==> src/rtl/laser500_pkg.sv <==
// laser500_pkg: shared types and constants for the Laser 500 reset sequencer
package laser500_pkg;
  typedef enum logic [1:0] {
    S_WAIT_PLL = 2'd0,
    S_HOLD     = 2'd1,
    S_RELEASE  = 2'd2,
    S_RUN      = 2'd3
  } seq_state_t;
  localparam int F14M_HZ   = 14778730;
  localparam int RST_CPU   = 0;
  localparam int RST_VTL   = 1;
  localparam int RST_AUDIO = 2;
endpackage

==> src/rtl/sync_bit.sv <==
// sync_bit: flop-chain synchroniser for a single asynchronous level
module sync_bit #(
  parameter int STAGES = 2
) (
  input  logic i_clk,
  input  logic i_rst_n,
  input  logic i_d,
  output logic o_q
);
  logic [STAGES-1:0] r_ff;
  always_ff @(posedge i_clk or negedge i_rst_n) begin
    if (!i_rst_n) r_ff <= '0;
    else r_ff <= STAGES'({r_ff, i_d});
  end
  assign o_q = r_ff[STAGES-1];
endmodule

==> src/rtl/laser500_reset_seq.sv <==
// laser500_reset_seq: PLL-gated hold, staggered channel release, OSD restart and CPU WAIT_n
module laser500_reset_seq
  import laser500_pkg::*;
#(
  parameter int HOLD_CYCLES    = 9000000,
  parameter int NUM_OUT        = 3,
  parameter int STAGGER_CYCLES = 16,
  parameter int CNT_W          = 24,
  parameter int SYNC_STAGES    = 2
) (
  input  logic               F14M,
  input  logic               RESET_n,
  input  logic               pll_locked,
  input  logic               st_reset,
  input  logic               reset_key,
  input  logic               is_downloading,
  output logic [NUM_OUT-1:0] rst_out,
  output logic               wait_n,
  output logic               running
);
  localparam logic [CNT_W-1:0] HOLD_LAST = CNT_W'(HOLD_CYCLES - 1);
  localparam logic [CNT_W-1:0] REL_LAST  = CNT_W'(STAGGER_CYCLES * (NUM_OUT - 1));
  seq_state_t         r_state;
  logic [CNT_W-1:0]   r_cnt;
  logic [NUM_OUT-1:0] r_seq_rst;
  logic               r_st_prev;
  logic               r_osd_edge;
  logic               r_key;
  logic               r_wait_n;
  logic               r_running;
  logic               w_locked;
  logic [NUM_OUT-1:0] w_rel_clr;
  sync_bit #(.STAGES(SYNC_STAGES)) u_sync_lock (
    .i_clk   (F14M),
    .i_rst_n (RESET_n),
    .i_d     (pll_locked),
    .o_q     (w_locked)
  );
  for (genvar i = 0; i < NUM_OUT; i++) begin : g_rel
    assign w_rel_clr[i] = (r_state == S_RELEASE) && (r_cnt == CNT_W'(STAGGER_CYCLES * i));
  end
  // The keyboard only ever holds the CPU; it never touches sequencer state.
  assign rst_out = r_seq_rst | (NUM_OUT'(r_key) << RST_CPU);
  assign wait_n  = r_wait_n;
  assign running = r_running;
  always_ff @(posedge F14M or negedge RESET_n) begin
    if (!RESET_n) begin
      r_state    <= S_WAIT_PLL;
      r_cnt      <= '0;
      r_seq_rst  <= '1;
      r_st_prev  <= 1'b0;
      r_osd_edge <= 1'b0;
      r_key      <= 1'b0;
      r_wait_n   <= 1'b0;
      r_running  <= 1'b0;
    end else begin
      r_st_prev  <= st_reset;
      r_osd_edge <= st_reset & ~r_st_prev;
      r_key      <= reset_key;
      r_wait_n   <= ~(is_downloading | rst_out[RST_CPU]);
      r_running  <= r_state == S_RUN;
      if (!w_locked) begin
        r_state   <= S_WAIT_PLL;
        r_cnt     <= '0;
        r_seq_rst <= '1;
      end else if (r_osd_edge && r_state != S_WAIT_PLL) begin
        r_state   <= S_HOLD;
        r_cnt     <= '0;
        r_seq_rst <= '1;
      end else begin
        case (r_state)
          S_WAIT_PLL: begin
            r_state <= S_HOLD;
            r_cnt   <= '0;
          end
          S_HOLD: begin
            if (!is_downloading) begin
              r_state <= r_cnt == HOLD_LAST ? S_RELEASE : S_HOLD;
              r_cnt   <= r_cnt == HOLD_LAST ? '0 : r_cnt + CNT_W'(1);
            end
          end
          S_RELEASE: begin
            r_seq_rst <= r_seq_rst & ~w_rel_clr;
            r_cnt     <= r_cnt == REL_LAST ? r_cnt : r_cnt + CNT_W'(1);
            if (w_rel_clr[NUM_OUT-1]) r_state <= S_RUN;
          end
          default: ;
        endcase
      end
    end
  end
endmodule

==> config.mk <==
export PLATFORM = sky130hd
export DESIGN_NAME = laser500_reset_seq
export DESIGN_NICKNAME = d
export VERILOG_FILES = /design/src/rtl/laser500_pkg.sv /design/src/rtl/sync_bit.sv /design/src/rtl/laser500_reset_seq.sv
export SDC_FILE = /design/constraint.sdc
export NUM_CORES = 1
export LEC_CHECK = 0
export ABC_AREA = 1
export CORE_ASPECT_RATIO = 0.9
export CORE_UTILIZATION = 40
export DETAILED_ROUTE_END_ITERATION = 16
export PLACE_DENSITY = 0.68
export SLEW_MARGIN = 25
export SYNTH_ARGS = -nofsm -noshare
export SYNTH_HDL_FRONTEND = slang
export SYNTH_SLANG_ARGS = --single-unit
export TNS_END_PERCENT = 5
==> constraint.sdc <==
create_clock -name F14M -period 3.7 [get_ports F14M]
set_input_delay 0.74 -clock F14M [delete_from_list [all_inputs] [get_ports F14M]]
set_output_delay 0.74 -clock F14M [all_outputs]
set_load 0.01 [all_outputs]
==> results of run 1 <==
[synthesized netlist by cell type, types with 2 or more instances]
| master | number | area (µm²) |
|---|---|---|
| o211ai_1 | 3 | 22.5 |
| buf_6 | 2 | 22.5 |
| dfrtp_1 | 33 | 826 |
| dfstp_2 | 3 | 78.8 |
| buf_4 | 4 | 30.0 |
| ha_1 | 6 | 75.1 |
| nor3_1 | 5 | 25.0 |
| inv_1 | 49 | 184 |
| nand4_1 | 17 | 106 |
| nand2_4 | 2 | 22.5 |
| buf_2 | 3 | 15.0 |
| nor2_2 | 8 | 50.1 |
| nand3_2 | 2 | 20.0 |
| nand2_1 | 105 | 394 |
| nor2_4 | 6 | 67.6 |
| nor2_1 | 52 | 195 |
| nand2_2 | 7 | 43.8 |
| o21ai_0 | 8 | 40.0 |
| nand3_1 | 37 | 185 |
| xor2_1 | 2 | 17.5 |
| inv_2 | 3 | 11.3 |
| inv_4 | 2 | 12.5 |
[metal layers]
layer,vias to the layer above,part of all wire,track usage
met3,13,0.067,0.0479
li1,1163,-,-
met4,0,0.019,0.0717
met1,1066,0.46,0.272
met5,-,0,0
met2,98,0.45,0.319
[power by group]
group	internal (mW)	switching [mW]
Sequential	0.405	0.0158
Clock	0.149	0.149
Combinational	0.0641	0.195
[worst paths after layout]
kind                                     start                   to  slack, ns  cells after the start
hold reg to reg            u_sync_lock.r_ff[0]  u_sync_lock.r_ff[1]       0.35                      0
min in group asynchronous              RESET_n            r_cnt[21]       0.52                      1
max in group asynchronous              RESET_n  u_sync_lock.r_ff[0]       2.65                      1
hold / removal             u_sync_lock.r_ff[0]  u_sync_lock.r_ff[1]       0.35                      0
setup / recovery                    r_state[0]             r_cnt[9]       1.36                     12
setup reg to reg                    r_state[0]             r_cnt[9]       1.36                     12
[worst max-delay path: stages, from the launching register on]
cell	delay, ns
dfrtp_1	0.46
inv_1	0.13
ha_1	0.15
inv_1	0.06
nand2_2	0.09
nand2_2	0.09
nor2_1	0.22
nand4_4	0.39
nand2_4	0.30
inv_4	0.09
nand2_4	0.11
inv_4	0.08
nor2_1	0.11
[cell type report]
| class | count | area (µm²) |
|---|---|---|
| Clock buffer | 6 | 82.6 |
| Clock inverter | 2 | 10.0 |
| Fill cell | 621 | 3350 |
| Inverter | 54 | 208 |
| Multi-Input combinational cell | 268 | 1360 |
| Sequential cell | 36 | 905 |
| Tap cell | 87 | 109 |
| Timing Repair Buffer | 10 | 95.1 |
[registers in the layout, indices dropped and copies added (netlist names)]
register / flops
r_state: 2
r_osd_edge: 1
wait_n: 1
r_seq_rst: 3
running: 1
r_st_prev: 1
r_key: 1
r_cnt: 24
u_sync_lock.r_ff: 2
[kinds of logic after synthesis]
family / after synthesis
buf+inv: 63
fa+ha+maj: 6
xor+xnor: 3
simple gates: 246
compound gates: 13
flops: 36
[through the flow]
step	hold WS, ns	setup WS [ns]	utilization	cell area (µm²)
2_1_floorplan	0.331	1.99	-	2540
3_3_place_gp	0.338	1.30	0.437	2670
3_5_place_dp	0.335	1.26	0.437	2670
4_1_cts	0.351	1.38	0.452	2770
5_1_grt	0.363	1.13	0.452	2770
6_report	0.349	1.36	0.452	2770
==> impl_metrics.yaml, run 1 <==
run_status:
  status: "finished, final reports clean"
routing:
  vias: 2340
  wl_um: 6000
  drc: 0
  drtIter0Drc: 256
  ant_nets: 0
  drt-wirelength-per-cell_um: 13.0
  viasPerCell: 5.05
  dr.pass1.iters: 7
timing:
  worst_pin_slew_ns: 0.811
  drv_slew: 0
  setup_viol: 0
  finalCriticalPeriod_ns: 2.34
  clock_skew_ns: 0.0132
  max-slew-margin-rel: 0.459
  tns_ns: 0
  finalCritPeriodShare: 0.633
  rsz0062_at_grt: "false"
  hold_viol: 0
  fmax_mhz: 427
global_routing:
  gr-total-overflow: 0
  grt_pass1_vias: 2243
  antenna_found_initial: 0
  grt_max_degree: 37
  grt_use_total: 0.203
  grt_pass1_wl_um: 10600
placed_design:
  dpl.hpwl_um: 4490
  port-buffer-count: 10
  place_inst: 455
  gp_congestion: 0.901
cts:
  htreeDepth: 2
  cts_buffers: 5
  ctsHoldBuffers: 0
  cts_setup_buffers: 0
  insertion_delay_ns: 0.30
  cts_buffer_depth: 2
  clockRootBuffer: "clkbuf_8"
  cts_tree: "yes"
  path_clk_slew_ns: 0.08
  ctsResizeCount: 0
  cts.sinks: 36
cells_and_area:
  area_delta_synth_final_pct: 9.03
  final_cell_mix: "nand2_1 (105), nor2_1 (52), inv_1 (49)"
  drive_gt1_frac: 0.122
  diodes: 0
  layout.nets: 387
  mostFrequentLayoutCell: "nand2_1"
  fin_cells: 463
critical_path:
  required_ns: 3.93
  end_kind: "flop"
  crit_fanout: 26
  start_kind: "flop"
  cp.arrival_ns: 2.57
  worstSetupPathType: "reg2reg"
logic_synthesis:
  synth_mux_area_frac: 0
  synth_seq_cells: 36
  yosysSeqAreaShare: 0.357
  synth-edff-count: 0
  ys_types: 30
  postSynthAreaPerCell_um2: 6.91
  synth_compound_area_frac: 0.0291
  syn_nets: 379
  synthArstFlopShare: 1.00
  ys.flop_type: "dfrtp_1"
  synth_xor_area_frac: 0.0104
  synth_simple_gate_area_frac: 0.466
  synth_fa_ha_area_frac: 0.0296
  yosysWarnings: 0
  syn_area_um2: 2540
  synth_top_family_by_area: "simple AND/OR/NAND/NOR gates"
  synth_cells: 367
floorplan:
  rows: 27
  io_pins: 11
  coreArea_um2: 6110
  die-area_um2: 6660
  start_util: 0.415
  die_height_um: 77.5
  die_w_um: 85.9
power:
  finalPower_uw: 977
  power.density_nw_per_um2: 353
  ir_worst_vdd_mv: 0.138
  power_leakage_nw: 1.34
run:
  drv_cap: 0
min_path:
  holdCritPathClass: "reg2reg"
No activity file was read; power rests on OpenSTA's default activity.
==> inputs of run 2 (changes only) <==
--- a/config.mk
+++ b/config.mk
@@ -9,7 +9,7 @@
 export CORE_ASPECT_RATIO = 0.9
 export CORE_UTILIZATION = 40
 export DETAILED_ROUTE_END_ITERATION = 16
-export PLACE_DENSITY = 0.68
+export PLACE_DENSITY = 0.7
 export SLEW_MARGIN = 25
 export SYNTH_ARGS = -nofsm -noshare
 export SYNTH_HDL_FRONTEND = slang
==> constraint.sdc (replaced) <==
create_clock -name F14M -period 1.88 [get_ports F14M]
set_input_delay 0.376 -clock F14M [delete_from_list [all_inputs] [get_ports F14M]]
set_output_delay 0.376 -clock F14M [all_outputs]
set_load 0.01 [all_outputs]
==> run 2 against run 1 <==
Net effect:
- critical path depth decreased by 10
- sequential share of layout area shrank 2.9 points
- clock-buffer cell count is 2 higher
- combinational power increased to 2.8 times the previous value
- clock power increased by 110%
- worst setup slack lost 1.3 ns
- clock skew barely moved
- largest power group unchanged
- cell area grew 9.8%
- register-to-register slack worse by 1.2 ns
- largest cell class unchanged
==> impl_metrics.yaml, run 2 (synthesized netlist as in run 1, its figures left out) <==
routing:
  vias: 2436
  drt-wirelength-per-cell_um: 13.0
  drc: 0
  drtIter0Drc: 190
  dr.pass1.iters: 5
  viasPerCell: 5.00
  wl_um: 6350
  ant_nets: 0
global_routing:
  grt_max_degree: 37
  grt_pass1_wl_um: 10800
  gr-total-overflow: 0
  grt_pass1_vias: 2264
  antenna_found_initial: 0
  grt_use_total: 0.208
placed_design:
  port-buffer-count: 10
  place_inst: 476
  dpl_worst_slack_ns: -0.0426
  dpl.hpwl_um: 4750
  placed_cell_area_um2: 2860
  gp_congestion: 0.944
cells_and_area:
  drive_gt1_frac: 0.200
  biggestRegsByFlops: "r_cnt x24, r_seq_rst x3"
  diodes: 0
  top_register: "r_cnt"
  final_core_util: 0.497
  fin_cells: 487
  postLayoutCellArea_um2: 3040
  mostFrequentLayoutCell: "nand2_1"
  final_cell_mix: "nand2_1 (104), inv_1 (48), nor2_1 (46)"
  layout.nets: 411
  largest_reg_flops: 24
  area_delta_synth_final_pct: 19.7
  n_fill_cell: 579
run_status:
  status: "finished, final reports clean"
timing:
  finalCriticalPeriod_ns: 1.83
  worst_pin_slew_ns: 0.471
  finalCritPeriodShare: 0.976
  rsz0062_at_grt: "true"
  setup_viol: 0
  clock_skew_ns: 0.0128
  drv_slew: 0
  max-slew-margin-rel: 0.686
  hold_viol: 0
  layout_setup_ws_ns: 0.0451
  fmax_mhz: 545
floorplan:
  die-area_um2: 6660
  die_w_um: 85.9
  io_pins: 11
  coreArea_um2: 6110
  start_util: 0.415
  die_height_um: 77.5
  rows: 27
cts:
  insertion_delay_ns: 0.30
  path_clk_slew_ns: 0.08
  ctsHoldBuffers: 0
  cts.sinks: 36
  htreeDepth: 2
  cts_buffer_depth: 2
  cts_tree: "yes"
  cts_buffers: 5
  clockRootBuffer: "clkbuf_8"
critical_path:
  end_kind: "output port"
  startpoint: "r_seq_rst[0]"
  cp.arrival_ns: 1.46
  crit_fanout: 2
  worstSetupPathType: "reg2out"
  start_kind: "flop"
  required_ns: 1.50
  r2r_start: "r_cnt[1]"
power:
  power_leakage_nw: 1.49
  ir_worst_vdd_mv: 0.274
  power.density_nw_per_um2: 710
min_path:
  holdCritPathClass: "in2async"
run:
  drv_cap: 0
## run 2: metrics by stage
stage	power [mW]	hold slack [ns]	TNS, ns
3_3_place_gp	1.47	0.343	0
5_1_grt	2.28	0.160	-0.186
2_1_floorplan	1.24	0.0804	0
4_1_cts	2.11	0.138	0
3_5_place_dp	1.48	0.353	-0.152
6_report	2.16	0.120	0
## run 2: per-layer routing
| metal | up-vias | global-route usage | routed length (µm) |
|---|---|---|---|
| met5 | - | 0 | 0 |
| met4 | 0 | 0.0800 | 91 |
| met3 | 9 | 0.0330 | 366 |
| met2 | 81 | 0.326 | 2890 |
| met1 | 1132 | 0.286 | 3000 |
| li1 | 1214 | - | - |
## run 2: path summary, 6_finish.rpt
check | end | slack, ns | cells after the start
worst max-delay path | rst_out[0] | 0.05 | 2
worst min-delay path | r_cnt[7] | 0.12 | 2
worst max register to register | r_cnt[17] | 0.11 | 11
worst min register to register | u_sync_lock.r_ff[1] | 0.37 | 0
max in group asynchronous | r_seq_rst[1] | 1.41 | 2
min in group F14M | u_sync_lock.r_ff[1] | 0.37 | 0
## run 2: critical path, stage by stage, from the launching register on
cell             delay [ns]
dfstp_2                0.53
or2_2                  0.11
clkdlybuf4s50_1        0.52
## run 2: layout make-up
class	instances	area (µm²)	area share
timing repair buffer	34	304	0.100
sequential	36	906	0.298
clock buffer	8	100	0.0330
tap	87	109	0.0358
inverter	54	213	0.0700
multi-input combinational	268	1410	0.463
## run 2: timing repair
action,4_1_cts,5_1_grt
pin swaps,0,5
cloned,0,0
resized for setup,2,16
buffers inserted,0,3
endpoints found under the setup margin,15,22
## run 2: power by group
part           switching [mW]  total, mW  leakage, nW  internal [mW]
clock network           0.280      0.614       0.0515          0.335
registers              0.0166      0.814        0.479          0.797
logic                   0.474      0.728        0.959          0.255
total                   0.770       2.16         1.49           1.39
==> inputs of run 3 (changes only) <==
--- a/config.mk
+++ b/config.mk
@@ -6,12 +6,11 @@
 export NUM_CORES = 1
 export LEC_CHECK = 0
 export ABC_AREA = 1
-export CORE_ASPECT_RATIO = 0.9
-export CORE_UTILIZATION = 40
+export CORE_ASPECT_RATIO = 1.75
+export CORE_UTILIZATION = 39
 export DETAILED_ROUTE_END_ITERATION = 16
-export PLACE_DENSITY = 0.7
+export PLACE_DENSITY = 0.68
 export SLEW_MARGIN = 25
 export SYNTH_ARGS = -nofsm -noshare
 export SYNTH_HDL_FRONTEND = slang
 export SYNTH_SLANG_ARGS = --single-unit
-export TNS_END_PERCENT = 5
==> run 3 against run 2 <==
Net effect:
- worst setup slack improved by 0.0016 ns
- clock power fell by 7.7%
- sequential share of layout area barely moved
- critical path type unchanged
- critical endpoint unchanged
- largest power group unchanged
==> impl_metrics.yaml, run 3 (synthesized netlist as in run 1, its figures left out) <==
cts:
  htreeDepth: 2
  path_clk_slew_ns: 0.08
  cts.sinks: 36
  cts_buffers: 5
  cts_buffer_depth: 2
  cts_tree: "yes"
  insertion_delay_ns: 0.31
  clockRootBuffer: "clkbuf_8"
timing:
  worst_pin_slew_ns: 0.413
  layout_setup_ws_ns: 0.0467
  finalCriticalPeriod_ns: 1.83
  drv_slew: 0
  max-slew-margin-rel: 0.723
  tns_ns: 0
  hold_viol: 0
  setup_viol: 0
  finalCritPeriodShare: 0.975
  fmax_mhz: 545
  clock_skew_ns: 0.0117
power:
  power.density_nw_per_um2: 696
  ir_worst_vdd_mv: 0.311
  power_leakage_nw: 1.50
cells_and_area:
  drive_gt1_frac: 0.201
  fin_cells: 483
  diodes: 0
  biggestRegsByFlops: "r_cnt x24, r_seq_rst x3"
  area_delta_synth_final_pct: 19.9
  final_cell_mix: "nand2_1 (105), inv_1 (48), nor2_1 (48)"
  layout.nets: 414
  n_fill_cell: 647
  largest_reg_flops: 24
  mostFrequentLayoutCell: "nand2_1"
  top_register: "r_cnt"
floorplan:
  die_w_um: 63.0
  io_pins: 11
  rows: 38
  start_util: 0.407
  die_height_um: 109
  coreArea_um2: 6230
  die-area_um2: 6840
critical_path:
  crit_fanout: 2
  required_ns: 1.50
  r2r_start: "r_state[1]"
  cp.arrival_ns: 1.46
  worst-r2r-cell-count: 10
  rrSetupSlack_ns: 0.09
  r2r-end: "r_cnt[4]"
  worstSetupPathType: "reg2out"
  start_kind: "flop"
  startpoint: "r_seq_rst[0]"
  end_kind: "output port"
  endpoint: "rst_out[0]"
routing:
  vias: 2446
  drt-wirelength-per-cell_um: 13.9
  dr.pass1.iters: 4
  ant_nets: 0
  drc: 0
  viasPerCell: 5.06
  wl_um: 6700
  drtIter0Drc: 138
run:
  drv_cap: 0
global_routing:
  grt_pass1_wl_um: 11000
  grt_pass1_vias: 2398
  gr-total-overflow: 0
  antenna_found_initial: 0
  grt_max_degree: 37
  grt_use_total: 0.216
placed_design:
  port-buffer-count: 10
  dpl_worst_slack_ns: -0.0406
  gp_congestion: 0.907
  place_inst: 471
  dpl.hpwl_um: 5150
run_status:
  status: "finished, final reports clean"
min_path:
  holdCritPathClass: "in2async"
[run 3: layout make-up]
type | count | area (µm²) | area share
clock buffer | 5 | 68.8 | 0.0226
sequential | 36 | 906 | 0.298
timing repair buffer | 37 | 348 | 0.114
inverter | 54 | 210 | 0.0691
clock inverter | 3 | 18.8 | 0.00617
multi-input combinational | 268 | 1390 | 0.457
tap | 80 | 100 | 0.0329
[run 3: timing repair]
action | 4_1_cts | 5_1_grt
endpoints found under the setup margin | 12 | 23
cloned | 0 | 0
hold buffers | 0 | 0
gates resized for setup | 2 | 13
buffers inserted | 0 | 4
pin swaps | 0 | 4
[run 3: stage by stage]
step	power, mW	util	instance area, µm²	hold slack, ns
final	2.12	0.488	3040	0.0130
after global routing	2.23	0.488	3040	0.0372
after global placement	1.51	0.461	2870	0.334
after detailed placement	1.52	0.461	2870	0.340
after floorplan	1.24	-	2540	0.0804
after CTS	2.09	0.476	2970	0.0221
[run 3: worst min-delay path by stage]
stage          slack, ns                  end  cells past startpoint
4_1_cts             0.02            r_cnt[23]                      2
6_report            0.01            r_cnt[23]                      2
2_1_floorplan       0.08             r_cnt[0]                      0
3_5_place_dp        0.34  u_sync_lock.r_ff[1]                      0
5_1_grt             0.04           r_osd_edge                      2
3_3_place_gp        0.33  u_sync_lock.r_ff[1]                      0
[run 3: layer usage]
metal | track usage | share of wire
met5 | 0 | 0
met1 | 0.210 | 0.35
met3 | 0.0366 | 0.028
met2 | 0.396 | 0.56
met4 | 0.171 | 0.063
[run 3: critical path, stage by stage, from the launching register on]
cell             delay, ns
dfstp_2               0.53
or2_2                 0.11
clkdlybuf4s50_1       0.52
[run 3: power by group]
part | internal (mW) | switching [mW]
registers | 0.797 | 0.0165
clock network | 0.258 | 0.309
logic | 0.274 | 0.461
